$ cat src/rtl/vga_mode_sequencer.sv
// vga_mode_sequencer
// Sits between hvsync_gen and the VGA pins in the pixel-clock domain.
// It synchronises the mode switches and v_sync, debounces the switches in
// whole frames, applies a new mode only at a frame boundary, steps a cycling
// colour every COLOR_FRAMES frames, and registers the gated R/G/B pattern.
`timescale 1ns/1ps

module vga_mode_sequencer #(
    parameter int COLOR_FRAMES = 60,
    parameter int DEB_FRAMES   = 3
) (
    input  logic       clk,
    input  logic       rst,
    input  logic [2:0] sw,
    input  logic       v_sync,
    input  logic       onscreen,
    output logic       R,
    output logic       G,
    output logic       B,
    output logic [2:0] mode,
    output logic [2:0] color,
    output logic       frame_tick
);

    localparam int FW = (COLOR_FRAMES > 1) ? $clog2(COLOR_FRAMES) : 1;
    localparam int DW = (DEB_FRAMES > 1) ? $clog2(DEB_FRAMES) : 1;
    localparam logic [FW-1:0] FCNT_LAST = FW'(COLOR_FRAMES - 1);
    localparam logic [DW-1:0] DEB_LAST  = DW'(DEB_FRAMES - 1);

    logic [2:0]    r_swMeta;
    logic [2:0]    r_swSync;
    logic          r_vsMeta;
    logic          r_vsSync;
    logic          r_vsPrev;
    logic          r_frameTick;
    logic [2:0]    r_swCand;
    logic [DW-1:0] r_debCnt;
    logic [2:0]    r_swStable;
    logic [2:0]    r_mode;
    logic [FW-1:0] r_fcnt;
    logic [2:0]    r_color;
    logic [2:0]    r_rgb;
    logic [2:0]    w_pattern;

    // Two-flop synchronisers; v_sync chain presets high so reset never looks like a falling edge
    always_ff @(posedge clk or posedge rst) begin
        if (rst) begin
            r_swMeta <= 3'd0;
            r_swSync <= 3'd0;
            r_vsMeta <= 1'b1;
            r_vsSync <= 1'b1;
            r_vsPrev <= 1'b1;
        end else begin
            r_swMeta <= sw;
            r_swSync <= r_swMeta;
            r_vsMeta <= v_sync;
            r_vsSync <= r_vsMeta;
            r_vsPrev <= r_vsSync;
        end
    end

    // Registered one-cycle frame pulse on the synchronised v_sync falling edge
    always_ff @(posedge clk or posedge rst) begin
        if (rst) begin
            r_frameTick <= 1'b0;
        end else begin
            r_frameTick <= r_vsPrev & ~r_vsSync;
        end
    end

    // Frame-rate debounce: a switch value must be seen on DEB_FRAMES+1 consecutive ticks
    always_ff @(posedge clk or posedge rst) begin
        if (rst) begin
            r_swCand   <= 3'd0;
            r_debCnt   <= '0;
            r_swStable <= 3'd0;
        end else if (r_frameTick) begin
            if (r_swSync != r_swCand) begin
                r_swCand <= r_swSync;
                r_debCnt <= '0;
            end else if (r_debCnt != DEB_LAST) begin
                r_debCnt <= r_debCnt + 1'b1;
            end else begin
                r_swStable <= r_swCand;
            end
        end
    end

    // Mode only changes on a tick, taking the stable value from before this tick's debounce update
    always_ff @(posedge clk or posedge rst) begin
        if (rst) begin
            r_mode <= 3'd0;
        end else if (r_frameTick) begin
            r_mode <= r_swStable;
        end
    end

    // Colour step timer counted in whole frames; the colour wraps naturally at 3 bits
    always_ff @(posedge clk or posedge rst) begin
        if (rst) begin
            r_fcnt  <= '0;
            r_color <= 3'd0;
        end else if (r_frameTick) begin
            if (r_fcnt == FCNT_LAST) begin
                r_fcnt  <= '0;
                r_color <= r_color + 3'd1;
            end else begin
                r_fcnt <= r_fcnt + 1'b1;
            end
        end
    end

    // Pattern selection as {R,G,B}; unused modes fall back to white
    always_comb begin
        w_pattern = 3'b111;
        case (r_mode)
            3'd0:    w_pattern = 3'b111;
            3'd1:    w_pattern = {r_color[0], r_color[1], r_color[2]};
            3'd2:    w_pattern = r_color[0] ? 3'b000 : 3'b111;
            3'd3:    w_pattern = 3'b000;
            default: w_pattern = 3'b111;
        endcase
    end

    // Blank outside the visible area and register the pins
    always_ff @(posedge clk or posedge rst) begin
        if (rst) begin
            r_rgb <= 3'b000;
        end else begin
            r_rgb <= w_pattern & {3{onscreen}};
        end
    end

    assign R          = r_rgb[2];
    assign G          = r_rgb[1];
    assign B          = r_rgb[0];
    assign mode       = r_mode;
    assign color      = r_color;
    assign frame_tick = r_frameTick;

endmodule
$ cat config.mk
export PLATFORM = sky130hd
export DESIGN_NAME = vga_mode_sequencer
export DESIGN_NICKNAME = d
export VERILOG_FILES = /design/src/rtl/vga_mode_sequencer.sv
export SDC_FILE = /design/constraint.sdc
export NUM_CORES = 1
export LEC_CHECK = 0
export CAP_MARGIN = 20
export CELL_PAD_IN_SITES_DETAIL_PLACEMENT = 0
export CELL_PAD_IN_SITES_GLOBAL_PLACEMENT = 1
export CORE_MARGIN = 2
export CORE_UTILIZATION = 41
export CTS_BUF_LIST = sky130_fd_sc_hd__clkbuf_4
export CTS_CLUSTER_DIAMETER = 120
export DETAILED_ROUTE_END_ITERATION = 16
export PLACE_DENSITY_LB_ADDON = 0.1
export SKIP_CTS_REPAIR_TIMING = 1
export SYNTH_ARGS = -nofsm -noshare
export SYNTH_HDL_FRONTEND = slang
export SYNTH_SLANG_ARGS = --single-unit
$ cat constraint.sdc
create_clock -name clk -period 1.28 [get_ports clk]
set_input_delay 0.256 -clock clk [delete_from_list [all_inputs] [get_ports clk]]
set_output_delay 0.256 -clock clk [all_outputs]
set_load 0.05 [all_outputs]
**Word-level counts from Yosys, hierarchy flattened**

Index checks and enable logic that the tools add are counted.

- Output and inout port bits: 10
- Input bits: 7
- Flip-flop bits (word level): 33
- Word-level logic and storage cells: 37

- Muxes and demuxes: 5
- Reductions and logical operators: 5
- Bitwise operators: 5
- Equality and inequality tests: 6
- Add/subtract/negate cells: 3

Operator list:

| cell | number |
|---|---|
| $pmux W3 S3 | 1 |
| $add A6 B1 Y6 const B | 1 |
| $eq A3 B2 Y1 const B | 2 |
| $eq A6 B6 Y1 const B | 1 |
| $mux W6 | 1 |
| $reduce_and A2 Y1 | 3 |
| $mux W2 | 2 |
| $add A3 B1 Y3 const B | 1 |
| $and A3 B3 Y3 | 1 |
| $eq A3 B1 Y1 const B | 1 |
| $mux W3 | 1 |
| $ne A3 B3 Y1 | 1 |
| $not A1 Y1 | 3 |
| $reduce_and A3 Y1 | 1 |
| $add A2 B1 Y2 const B | 1 |
| $ne A2 B2 Y1 const B | 1 |
| $reduce_bool A2 Y1 | 1 |
| $and A1 B1 Y1 | 1 |

**Logic depth before layout (Yosys ltp)**

- Depth in word-level cells: 3
- Mapped depth: 5
- Mapped depth without buffers: 5

**Least setup slack after synthesis**

OpenSTA, ideal clock, no wires.

- Path type: reg-to-reg
- From: register r_frameTick (netlist: frame_tick)
- To: register r_color[1] (netlist: color[1])
- Library setup time: 0.128 ns
- Path slack: -0.400 ns
- Buffers on the path: 1
- Stages on the path, launching flop included: 5
- Arrival time: 1.552 ns
- Period minus slack after synthesis: 1.680 ns
- Data required time: 1.152 ns
- Cell sequence: dfrtp_1 buf_2 nand2_1 nor3_4 mux2_1

- Word-level cells in the longest chain between the ends: 1

Ends and longest elaborated chain:

| item | RTL line | RTL |
|---|---|---|
| start, declared | 35 | `logic r_frameTick;` |
| start signal, assigned | 67 | `r_frameTick <= r_vsPrev & ~r_vsSync;` |
| $reduce_and A2 Y1 (no source line) | -- |  |
| end signal, assigned | 106 | `r_color <= r_color + 3'd1;` |
| end, declared | 41 | `logic [2:0] r_color;` |

No other way between the ends.
A chain may end at the register's enable or synchronous reset.

**Worst setup path after layout**

- From: register r_swCand[0]
- To: register r_swStable[1]

- Word-level cells in the longest chain between the ends: 3

Ends and longest elaborated chain:

| item | RTL line | RTL |
|---|---|---|
| start, declared | 36 | `logic [2:0] r_swCand;` |
| start signal, assigned | 79 | `r_swCand <= r_swSync;` |
| $ne A3 B3 Y1 | 78 | `if (r_swSync != r_swCand) begin` |
| $not A1 Y1 (no source line) | -- |  |
| $reduce_and A3 Y1 (no source line) | -- |  |
| end signal, assigned | 84 | `r_swStable <= r_swCand;` |
| end, declared | 38 | `logic [2:0] r_swStable;` |

No other way between the ends.

==> impl_metrics.json <==
{
  "status": "finished with violations",
  "violations": "setup timing",
  "maxCapViolations": 0,
  "r2r_slack_ns": -0.14,
  "cp.required_ns": 1.50,
  "num_vias": 890,
  "crit_type": "reg -> reg",
  "hold_viol": 0,
  "die_y_um": 61.3,
  "track_usage": 0.148,
  "clockBufferDepth": 2,
  "worst_path_max_delay_cell": "dfrtp_1",
  "period_needed_ns": 1.42,
  "routed_wl_um": 2370,
  "crit_chain": "xor2_1 -> nor4_4 -> mux2_1",
  "tritoncts": "done",
  "rsz0062_at_grt": "yes",
  "critPathLaunch": "r_swCand[0]",
  "overflow": 0,
  "wire_per_inst_um": 12.4,
  "ir_worst_vdd_v": 0.000744,
  "drc": 0,
  "cp-start-kind": "register",
  "die_x_um": 61.3,
  "crit_fanout": 3,
  "grt_antenna_before_repair": 0,
  "slew_headroom": 0.777,
  "synthArstFlopShare": 1.00,
  "fin_skew_ns": 0.00455,
  "powerDensity_nw_per_um2": 1310,
  "fp-row-count": 20,
  "utilization": 0.633,
  "r2r-end": "r_swStable[1]",
  "drive_gt1_frac": 0.395,
  "detail_route.first_pass.iterations": 3,
  "finalWorstSetupSlack_ns": -0.137,
  "setup_violations": 5,
  "synth.area.top_cells": "dfrtp_1 56%, mux2_1 9.2%, dfstp_2 5.9%",
  "die-area_um2": 3760,
  "synth_edf_count": 0,
  "p_leak_nw": 0.880,
  "area_growth_pct": 44.8,
  "critPathTopFamily": "flip-flops",
  "reg2regPathDepth": 3,
  "fin_nets": 156,
  "grt_pass1_vias": 893,
  "worst_slew_pin_slew_ns": 0.329,
  "path_depth": 3,
  "avgSynthCellArea_um2": 13.5,
  "crit_buf_inv": 0,
  "start_util": 0.437,
  "grt_first_pass_wirelength_um": 3950,
  "grt_max_degree": 20,
  "ys_ff_latch": 33,
  "clk_latency_ns": 0.33,
  "clock-sinks": 33,
  "seq_area_frac_synth": 0.616,
  "antenna_cells": 0,
  "synth_warnings": 0,
  "final_antenna_net_count": 0,
  "drv_slew": 0,
  "cp-end-kind": "register",
  "postSynthCellCount": 100,
  "drtIter0Drc": 55,
  "worstReg2RegStart": "r_swCand[0]",
  "arrival_ns": 1.64,
  "io_pins": 17,
  "clock-root-buffer": "clkbuf_4",
  "gp_routability_congestion": 0.704,
  "min_path_type": "in -> async",
  "p_total_mw": 2.55,
  "synth-main-ff-cell": "dfrtp_1",
  "slowest_delay_ns": 0.40,
  "cts.clk_slew.worst_paths_ns": 0.10,
  "syn_nets": 110,
  "fmax_ghz": 0.706,
  "dp_hpwl_um": 1710,
  "io_buffer_count": 16,
  "vias_per_cell": 4.66,
  "synth_top_area_share": 0.558,
  "cts_buffers": 5,
  "synth.distinct_cells": 28,
  "synth_area_um2": 1350,
  "synth_area_leader_cell": "dfrtp_1",
  "htree_levels": 2,
  "core_um2": 3080,
  "period_share": 1.11
}
[cell families after synthesis]
family | share of synthesized area
AND/OR/NAND/NOR | 0.108
buffers and inverters | 0.0186
flip-flops | 0.616
multiplexers | 0.0994
adder cells (fa/ha/maj) | 0.0279
AO/OA/AOI/OAI | 0.0651
XOR/XNOR | 0.0651
[stage by stage]
step / cell area (µm²) / worst slack (ns) / instances / hold slack [ns] / TNS (ns)
finish: 1950 / -0.137 / 191 / 0.235 / -0.450
global route: 1950 / -0.194 / 191 / 0.236 / -0.753
CTS: 1850 / -0.195 / 185 / 0.227 / -0.839
detailed placement: 1800 / -0.168 / 177 / 0.339 / -0.545
global placement: 1800 / -0.117 / 177 / 0.332 / -0.383
floorplan: 1360 / -0.115 / 100 / 0.260 / -0.662
[metal layers]
| layer | routed length [µm] | share of wire | track usage | up-vias |
|---|---|---|---|---|
| met2 | 1180 | 0.50 | 0.226 | 16 |
| met1 | 1060 | 0.45 | 0.183 | 428 |
| met3 | 107 | 0.045 | 0.0567 | 4 |
| met4 | 29 | 0.012 | 0.0745 | 0 |
| li1 | - | - | - | 442 |
| met5 | 0 | 0 | 0 | - |
[how the worst max path moves through the flow]
stage | end | slack, ns
floorplan | color[1] | -0.11
global placement | r_swStable[1] | -0.12
detailed placement | r_swStable[0] | -0.17
CTS | r_swStable[1] | -0.19
global route | r_swStable[2] | -0.19
finish | r_swStable[1] | -0.14
[placed cells by master (no fill, tap or decap), types with 3 or more instances in the layout]
master / count
nor2b_1: 3
nand4_1: 3
a21oi_1: 4
clkbuf_4: 5
inv_1: 4
buf_12: 10
clkdlybuf4s50_1: 6
buf_4: 22
nor2_1: 3
nand2_1: 4
xnor2_1: 4
buf_6: 3
xor2_1: 6
dfrtp_2: 5
mux2_1: 10
dfstp_2: 3
dfrtp_1: 25
[flip-flops by register name, indices dropped and copies added, names as in the netlist, 2 cells and up]
register    flops
mode            3
r_swCand        3
color           3
r_debCnt        2
r_swSync        3
r_rgb           3
r_swStable      3
r_fcnt          6
r_swMeta        3
[synthesized netlist by cell type (2+ instances only)]
master,number
nor2_1,3
a21oi_1,4
mux2_1,11
dfstp_2,3
xnor2_1,4
inv_1,4
nand2b_1,2
ha_1,3
nor2b_1,4
xor2_1,6
buf_2,2
nand2_1,6
dfrtp_1,30
nand4_1,3
o21ai_1,2
[worst reg2reg max path, cell delays in order (launching register included)]
cell and delay, ns:
dfrtp_1 0.40, xor2_1 0.20, nor4_4 0.35, mux2_1 0.36
[cell type report]
| class | instances | area [µm²] |
|---|---|---|
| clock buffer | 5 | 37.5 |
| clock inverter | 3 | 12.5 |
| fill | 248 | 1130 |
| inverter | 4 | 15.0 |
| multi-input combinational | 61 | 534 |
| sequential | 33 | 836 |
| tap | 44 | 55.1 |
| timing repair buffer | 41 | 459 |
[report_power, final]
group	switching [mW]	internal [mW]	leakage (nW)
clock	0.336	0.198	0.0300
sequential	0.147	1.20	0.405
combinational	0.306	0.365	0.445
total	0.788	1.76	0.880
No activity file was read; power rests on OpenSTA's default activity.
